**config.mk**
```make
export PLATFORM = sky130hd
export DESIGN_NAME = wide_add_seq
export DESIGN_NICKNAME = d
export VERILOG_FILES = /design/src/rtl/wide_add_seq.sv
export SDC_FILE = /design/constraint.sdc
export NUM_CORES = 1
export LEC_CHECK = 0
export ABC_AREA = 1
export CAP_MARGIN = 20
export CORE_MARGIN = 3
export CORE_UTILIZATION = 52
export CTS_BUF_LIST = sky130_fd_sc_hd__clkbuf_8
export CTS_CLUSTER_SIZE = 20
export DETAILED_ROUTE_END_ITERATION = 16
export MAX_ROUTING_LAYER = met4
export PLACE_DENSITY = 0.86
export SETUP_SLACK_MARGIN = 0.05
export SYNTH_ARGS = -nofsm -noshare
export SYNTH_HDL_FRONTEND = slang
export SYNTH_SLANG_ARGS = --single-unit
```
**constraint.sdc**
```tcl
create_clock -name clk -period 22 [get_ports clk]
set_input_delay 3.3 -clock clk [delete_from_list [all_inputs] [get_ports clk]]
set_output_delay 3.3 -clock clk [all_outputs]
set_load 0.03 [all_outputs]
```
**src/rtl/wide_add_seq.sv**
```systemverilog
// wide_add_seq: multi-cycle WORDS x 32-bit adder/subtractor.
//
// A single 32-bit ripple-carry adder is reused once per word, least
// significant word first. The carry between words lives in a register.
// One operation is in flight at a time. Operands enter through a
// valid/ready handshake and the result leaves through another one.
//
// Ports
//   clk, rst_n              clock, asynchronous active-low reset
//   in_valid / in_ready     operand handshake; a, b and sub are sampled on acceptance
//   a, b                    W-bit operands (W = 32*WORDS)
//   sub                     0: a+b, 1: a-b
//   out_valid / out_ready   result handshake
//   result                  sum or difference modulo 2^W
//   carry_out               final carry (for a subtract, 1 means no borrow)
//   overflow                two's-complement signed overflow of the W-bit op
//   busy                    high while words are being computed

// 32-bit ripple-carry adder built from one full adder per bit.
module bit32_RCA (
    input  logic [31:0] a_i,
    input  logic [31:0] b_i,
    input  logic        cin_i,
    output logic [31:0] sum_o,
    output logic        cout_o
);
    logic [32:0] c;

    assign c[0] = cin_i;

    for (genvar gi = 0; gi < 32; gi++) begin : g_fa
        assign sum_o[gi] = a_i[gi] ^ b_i[gi] ^ c[gi];
        assign c[gi+1]   = (a_i[gi] & b_i[gi]) | (c[gi] & (a_i[gi] ^ b_i[gi]));
    end

    assign cout_o = c[32];
endmodule

module wide_add_seq #(
    parameter int WORDS = 4
) (
    input  logic                 clk,
    input  logic                 rst_n,
    input  logic                 in_valid,
    output logic                 in_ready,
    input  logic [32*WORDS-1:0]  a,
    input  logic [32*WORDS-1:0]  b,
    input  logic                 sub,
    output logic                 out_valid,
    input  logic                 out_ready,
    output logic [32*WORDS-1:0]  result,
    output logic                 carry_out,
    output logic                 overflow,
    output logic                 busy
);
    localparam int W = 32 * WORDS;

    typedef enum logic [1:0] {
        IDLE = 2'd0,
        RUN  = 2'd1,
        DONE = 2'd2
    } state_t;

    state_t         state_q, state_d;
    logic [2:0]     idx_q, idx_d;
    logic [W-1:0]   a_q, a_d;
    logic [W-1:0]   b_q, b_d;
    logic           sub_q, sub_d;
    logic           carry_q, carry_d;
    logic [W-1:0]   result_q, result_d;
    logic           carry_out_q, carry_out_d;
    logic           overflow_q, overflow_d;

    // Word slicing and one-hot word select derived from idx.
    logic [WORDS-1:0] word_sel;
    logic [31:0]      a_words [WORDS];
    logic [31:0]      b_words [WORDS];
    logic [31:0]      a_word, b_word;
    logic [31:0]      sum_w;
    logic             cout_w;
    logic             last_word;
    logic             run_q;

    assign run_q     = (state_q == RUN);
    assign last_word = (idx_q == 3'(WORDS - 1));

    for (genvar gi = 0; gi < WORDS; gi++) begin : g_words
        assign word_sel[gi] = (idx_q == 3'(gi));
        assign a_words[gi]  = a_q[32*gi +: 32];
        assign b_words[gi]  = b_q[32*gi +: 32];
        // Only the word currently under the adder is rewritten.
        assign result_d[32*gi +: 32] = (run_q && word_sel[gi]) ? sum_w
                                                               : result_q[32*gi +: 32];
    end

    // AND-OR multiplexer picking the current operand words.
    always_comb begin
        a_word = '0;
        b_word = '0;
        for (int k = 0; k < WORDS; k++) begin
            a_word = a_word | ({32{word_sel[k]}} & a_words[k]);
            b_word = b_word | ({32{word_sel[k]}} & b_words[k]);
        end
    end

    // Subtraction is A + ~B + 1: the +1 enters as the initial carry.
    bit32_RCA u_rca (
        .a_i    (a_word),
        .b_i    (b_word ^ {32{sub_q}}),
        .cin_i  (carry_q),
        .sum_o  (sum_w),
        .cout_o (cout_w)
    );

    // Next-state and datapath update.
    always_comb begin
        state_d     = state_q;
        idx_d       = idx_q;
        a_d         = a_q;
        b_d         = b_q;
        sub_d       = sub_q;
        carry_d     = carry_q;
        carry_out_d = carry_out_q;
        overflow_d  = overflow_q;

        case (state_q)
            IDLE: begin
                if (in_valid) begin
                    a_d     = a;
                    b_d     = b;
                    sub_d   = sub;
                    idx_d   = 3'd0;
                    carry_d = sub;
                    state_d = RUN;
                end
            end
            RUN: begin
                carry_d = cout_w;
                idx_d   = idx_q + 3'd1;
                if (last_word) begin
                    idx_d       = 3'd0;
                    state_d     = DONE;
                    carry_out_d = cout_w;
                    // Signed overflow: operand signs agree (after the
                    // subtract inversion) but the result sign differs.
                    overflow_d  = (a_q[W-1] == (b_q[W-1] ^ sub_q)) &&
                                  (sum_w[31] != a_q[W-1]);
                end
            end
            DONE: begin
                if (out_ready) begin
                    state_d = IDLE;
                end
            end
            default: begin
                state_d = IDLE;
            end
        endcase
    end

    always_ff @(posedge clk or negedge rst_n) begin
        if (!rst_n) begin
            state_q <= IDLE;
        end else begin
            state_q <= state_d;
        end
    end

    always_ff @(posedge clk or negedge rst_n) begin
        if (!rst_n) begin
            idx_q       <= 3'd0;
            a_q         <= '0;
            b_q         <= '0;
            sub_q       <= 1'b0;
            carry_q     <= 1'b0;
            result_q    <= '0;
            carry_out_q <= 1'b0;
            overflow_q  <= 1'b0;
        end else begin
            idx_q       <= idx_d;
            a_q         <= a_d;
            b_q         <= b_d;
            sub_q       <= sub_d;
            carry_q     <= carry_d;
            result_q    <= result_d;
            carry_out_q <= carry_out_d;
            overflow_q  <= overflow_d;
        end
    end

    // All handshake outputs decode from registered state only.
    assign in_ready  = (state_q == IDLE);
    assign out_valid = (state_q == DONE);
    assign busy      = run_q;
    assign result    = result_q;
    assign carry_out = carry_out_q;
    assign overflow  = overflow_q;
endmodule

```
# Word level (Yosys, flattened, before mapping)
# Cells that the tools add are included.
# word_totals
wordCells	220
register_bits	393
# classes
n_reduce_logical	12
n_eq_ne	10
bitwise	176
n_mux	9
addsub	1
# ops
op	count
$and A32 B32 Y32	8
$or A32 B32 Y32	6
$xor A1 B1 Y1	65
$and A1 B1 Y1	64
$or A1 B1 Y1	32
$xor A32 B32 Y32	1
$eq A3 B2 Y1 const B	2
$mux W2	3
$mux W3	2
$pmux W2 S3	1
$pmux W3 S2	1
$reduce_and A2 Y1	3
$logic_and A1 B1 Y1	5
$ne A2 B2 Y1 const B	2
$add A3 B1 Y3 const B	1
$eq A3 B1 Y1 const B	1
$logic_not A3 Y1	1
$reduce_and A3 Y1	1
$eq A2 B1 Y1 const B	1
$eq A2 B2 Y1 const B	1
$logic_not A2 Y1	1
$ne A2 B1 Y1 const B	1
$pmux W1 S2	1
$reduce_bool A2 Y1	1
3 further kinds	3

# Logic depth before layout (Yosys ltp)
# depth
depth_word	72
depth_mapped	47
mapped_depth_nobuf	47

# Hierarchy
# Synthesis repeated with hierarchy kept, for this count alone.
# unflattened
cells_unflattened	2155
hier_area_um2	17531.8
# modules_own_cells
mod	seq_area_each_um2	n_inst	area_per_inst_um2	cells_per_inst
wide_add_seq	9834.4	1	16853.7	2113
bit32_RCA	0.0	1	678.2	42

# Worst setup path after synthesis
# OpenSTA, ideal clock, no wires.
# synth_path
kind	reg-to-reg
start	register idx_q[1]
end	register overflow_q (netlist: overflow)
setup_slack_ps	6290
arrival_ps	15593
synth_period_minus_slack_ps	15710
path_buffers	2
required_ps	21883
stages_incl_launch_ff	47
path_cell_list	dfrtp_1 -> inv_1 -> ha_1 -> buf_2 -> inv_1 -> nor2_2 -> clkbuf_1 -> nand2_1 -> nand3_1 -> a21oi_1 -> fa_1 -> fa_1 -> fa_1 -> fa_1 -> fa_1 -> fa_1 -> fa_1 -> fa_1 -> (+11 left out) -> fa_1 -> fa_1 -> fa_1 -> fa_1 -> fa_1 -> fa_1 -> fa_1 -> fa_1 -> fa_1 -> fa_1 -> inv_1 -> fa_1 -> fa_1 -> fa_1 -> inv_1 -> o21ai_0 -> nand3_1 -> nand2_1
# synth_via
elab_chain_cells	72
elab_cells_between_ends	148
cone_classes	4 x eq/ne; 141 x bitwise; 3 x reduce/logical
# synth_lines
element	line	rtl
start: declaration	65	logic [2:0] idx_q, idx_d;
start signal: assignment	180	idx_q <= idx_d;
$eq A3 B1 Y1 or $logic_not A3 Y1 (tied branches)	88	assign word_sel[gi] = (idx_q == 3'(gi));
$and A32 B32 Y32	102	b_word = b_word | ({32{word_sel[k]}} & b_words[k]);
$or A32 B32 Y32 (3 in series)	102	
$xor A32 B32 Y32	109	.b_i (b_word ^ {32{sub_q}}),
$xor A1 B1 Y1	33	assign c[gi+1] = (a_i[gi] & b_i[gi]) | (c[gi] & (a_i[gi] ^ b_i[gi]));
$and A1 B1 Y1	33	
$or A1 B1 Y1	33	
$and A1 B1 Y1	33	
(+55 left out)	-	
$and A1 B1 Y1	33	
$or A1 B1 Y1	33	
$and A1 B1 Y1	33	
$or A1 B1 Y1	33	
$xor A1 B1 Y1 *	32	assign sum_o[gi] = a_i[gi] ^ b_i[gi] ^ c[gi];
named net sum_w[31]	79	logic [31:0] sum_w;
$ne A1 B1 Y1 *	147	(sum_w[31] != a_q[W-1]);
$logic_and A1 B1 Y1 *	146	overflow_d = (a_q[W-1] == (b_q[W-1] ^ sub_q)) &&
end signal: assignment	187	overflow_q <= overflow_d;
end: declaration	72	logic overflow_q, overflow_d;
# The timed path passes the listed nets; every way through them passes the cells marked *.
# A chain may end at the register's enable or synchronous reset.

# Worst setup path after layout
# layout_path
start	register idx_q[2]
end	register overflow_q (netlist: overflow)
# Same word-level chain as after synthesis.

==> summary.txt <==
Outcome
  • Status: finished, final reports clean

Pwr
  • Clock power frac: 0.157
  • Internal Power: 2250 µW
  • Comb pwr share: 0.541
  • Net switching fraction of the power: 0.469
  • Leakage power figure: 0.0115 µW
  • Max rail drop VDD: between 150 and 200 µV
  • Pwr Density: roughly 190 mW/mm²
  • Net switching power: 1990 µW
  • Design Power: between 4000 and 5000 µW
  • Share of total power in sequential cells: 0.302

Detailed routing
  • Uppermost layer routed: met4
  • Detailed route wirelength on metal3: about 3900 µm
  • Routed wire length: 52600 µm
  • Routed vias/inst: 5.25
  • Met2 layer wire length in the routed design: 24900 µm
  • DR iter-0 viols: 1549
  • Average wire per standard cell: 17.8 µm
  • Final antenna-violating net count: 0
  • Met1 layer wirelength in the final routing: 20900 µm
  • Remaining DRCs: 0
  • 1st-pass router iterations: 7
  • Via count of the routed design: approximately 15000

Global route
  • First-pass GRT wire length: approximately 82000 µm
  • Antenna violations before repair: 1
  • GR Util All Layers: 0.304
  • Gr ovfl total: 0
  • Vias in the first global route: roughly 15000
  • Largest net degree at the start of global routing: approximately 180

Placement
  • Final HPWL DP: between 30000 and 40000 µm
  • Placer's final routability congestion estimate: ~0.95
  • Placement Setup Slack: about 5 ns
  • Number of buffers added on ports: a little under 400
  • Placed Cells: 2833

Logic synthesis
  • Library cells used by synthesis: 23
  • Sequential element share of the synthesized area: 0.570
  • Net count after synthesis: ~2400
  • Synthesized area: approximately 0.017 mm²
  • Gate count of the mapped netlist: between 2000 and 2500
  • Number of storage elements in the synthesis netlist: about 400
  • Ys Warns: 0
  • Synthesized area divided by synthesized cell count: slightly above 8 µm²

Final layout
  • Final Non-Filler Cells: 2947
  • Synth-to-Final Area Change: 32.3%
  • Proportion of layout cells with a drive suffix above 1: 0.0499
  • Nets: approximately 2800
  • Fill cell count: about 2500

Timing
  • Maximum clock skew at final layout: between 0.02 and 0.025 ns
  • Worst rel slew slack: 0.271
  • Worst path setup slack after routing: around 5.0 ns
  • Slew at the pin closest to its max-slew limit: ~1.1 ns
  • Setup Viol. Count Final: 0
  • RSZ-0062 raised after global routing: false
  • Number of slew-limit violations in the final report: 0
  • Summed negative setup slack over all endpoints: 0 ns
  • Hold WS: between 0.4 and 0.5 ns
  • Ratio of final minimum period to clock period: 0.774
  • Achievable frequency: approximately 0.059 GHz
  • Number of endpoints with negative hold slack in the final report: 0
  • Final period demand of the worst path: ~17 ns

Clock network
  • Count of H-tree levels built during CTS: 2
  • CTS-repair resized insts: 0
  • TritonCTS buffer count: 60
  • Hold buffer count at CTS: 0
  • Register clock-pin slew on the reported worst setup and hold paths: approximately 0.06 ns
  • CTS tree: done
  • Master cell of the clock root buffer: sky130_fd_sc_hd__clkbuf_8
  • Clock sink total: 393
  • Maximum number of buffers from clock root to sink: 3
  • Post-CTS Repair Setup Buffers: 0
  • Clk_lat worst skew: 0.61 ns

Worst setup path
  • Maximum fanout encountered on the critical timing path: 60
  • Endpoint kind of the worst setup timing path: flop
  • Required time of the worst setup path: 22.54 ns
  • Startpoint class of the critical path: flop
  • Signal arrival time at the worst endpoint: ~18 ns
  • Cell seen most often among critical-path stages: sky130_fd_sc_hd__fa_1
  • Critical-path top delay cell: sky130_fd_sc_hd__inv_2
  • Startpoint-to-endpoint class of the critical path: reg2reg
  • Highest cell delay on the worst timing path: 0.57 ns

Floorplanning
  • Vertical die dimension: 188 µm
  • Chip width: about 190 µm
  • Row count: between 60 and 70
  • IO Pins: 394
  • Effective utilization at floorplan: 0.529
  • Total core area: between 0.03 and 0.04 mm²
  • Floorplan die area: roughly 0.035 mm²

Job
  • Max-Cap Viols: 0

Hold path
  • Kind of path behind the tightest hold check: reg2reg
==> area by class of cell <==
type / instances / area, µm² / area share
Antenna cell: 1 / 2.50 / 0.000110
Clock buffer: 77 / 1060 / 0.0464
Sequential cell: 393 / 9830 / 0.431
Timing Repair Buffer: 408 / 4130 / 0.181
Tap cell: 442 / 553 / 0.0242
Clock inverter: 32 / 299 / 0.0131
Multi-Input combinational cell: 1577 / 6870 / 0.301
Inverter: 17 / 71.3 / 0.00313
==> critical path: cells and delay by family (launching register included) <==
kind | cells | cell delay [ns]
fa+ha+maj | 32 | 14.32
buf+inv | 5 | 1.48
compound gates | 1 | 0.19
flops | 1 | 0.47
simple gates | 5 | 0.52
==> cell usage after synthesis, drive strengths merged <==
master	count	area [µm²]
ha	4	50.1
xnor2	1	8.76
o31ai	1	7.51
a211oi	1	7.51
nor3	3	15.0
o21ai	161	806
xor2	1	8.76
dfrtp	393	9830
nand2	1223	4590
a21oi	29	145
fa	32	641
buf	59	292
nand4	3	18.8
nand3	73	365
nor2	45	179
clkbuf	58	218
inv	17	63.8
==> flip-flops by register name (all words and copies together) (netlist names) <==
register / flops
result: 128
sub_q: 1
overflow: 1
carry_out: 1
carry_q: 1
b_q: 128
idx_q: 3
a_q: 128
state_q: 2
==> final timing paths <==
path                       slack [ns]        to      from  cells after the start
max                              4.98  overflow  idx_q[2]                     43
max in group asynchronous       17.70  idx_q[2]     rst_n                      2
max reg2reg                      4.98  overflow  idx_q[2]                     43
min in group asynchronous        2.78   a_q[11]     rst_n                      1
min                              0.48  b_q[100]  b_q[100]                      2
min reg2reg                      0.48  b_q[100]  b_q[100]                      2
==> layout by cell type (no fill, tap or decap), types with 2 or more instances in the layout <==
master,count
sky130_fd_sc_hd__a21oi_1,29
sky130_fd_sc_hd__buf_12,3
sky130_fd_sc_hd__buf_16,2
sky130_fd_sc_hd__buf_4,10
sky130_fd_sc_hd__bufinv_16,6
sky130_fd_sc_hd__clkbuf_8,77
sky130_fd_sc_hd__clkdlybuf4s50_1,392
sky130_fd_sc_hd__clkinv_2,10
sky130_fd_sc_hd__dfrtp_1,393
sky130_fd_sc_hd__fa_1,32
sky130_fd_sc_hd__ha_1,4
sky130_fd_sc_hd__inv_1,26
sky130_fd_sc_hd__inv_2,4
sky130_fd_sc_hd__nand2_1,1218
sky130_fd_sc_hd__nand2_2,4
sky130_fd_sc_hd__nand3_1,73
sky130_fd_sc_hd__nand4_1,3
sky130_fd_sc_hd__nor2_1,41
sky130_fd_sc_hd__nor2_2,2
sky130_fd_sc_hd__nor2_4,2
sky130_fd_sc_hd__nor3_1,3
sky130_fd_sc_hd__o21ai_0,136
sky130_fd_sc_hd__o21ai_1,25
==> power by group through the flow <==
stage	clock, µW	combinational, µW	sequential, µW
global placement	0	2190	1270
CTS	675	2270	1280
detailed placement	0	2260	1280
global route	709	2500	1320
floorplan	0	1140	1440
finish	667	2290	1280
==> per-layer routing <==
layer,track usage,vias up
li1,-,7265
met1,0.388,7305
met2,0.476,742
met3,0.0494,156
met4,0.150,0
met5,-,-
==> metrics by stage <==
stage | cell area [µm²] | util
floorplan | 17300 | -
global placement | 21400 | 0.655
detailed placement | 21400 | 0.655
CTS | 22700 | 0.697
global route | 22800 | 0.700
finish | 22800 | 0.700
==> logic make-up after synthesis <==
logic type                 after synthesis  share of synthesized area
xor gates and xnor gates                 2                    0.00102
adders and majority gates               36                     0.0400
buffers and inverters                  134                     0.0332
AOI/OAI and AO/OA                      192                     0.0560
and+or+nand+nor                       1347                      0.300
DFF                                    393                      0.570
No activity file was read; power rests on OpenSTA's default activity.
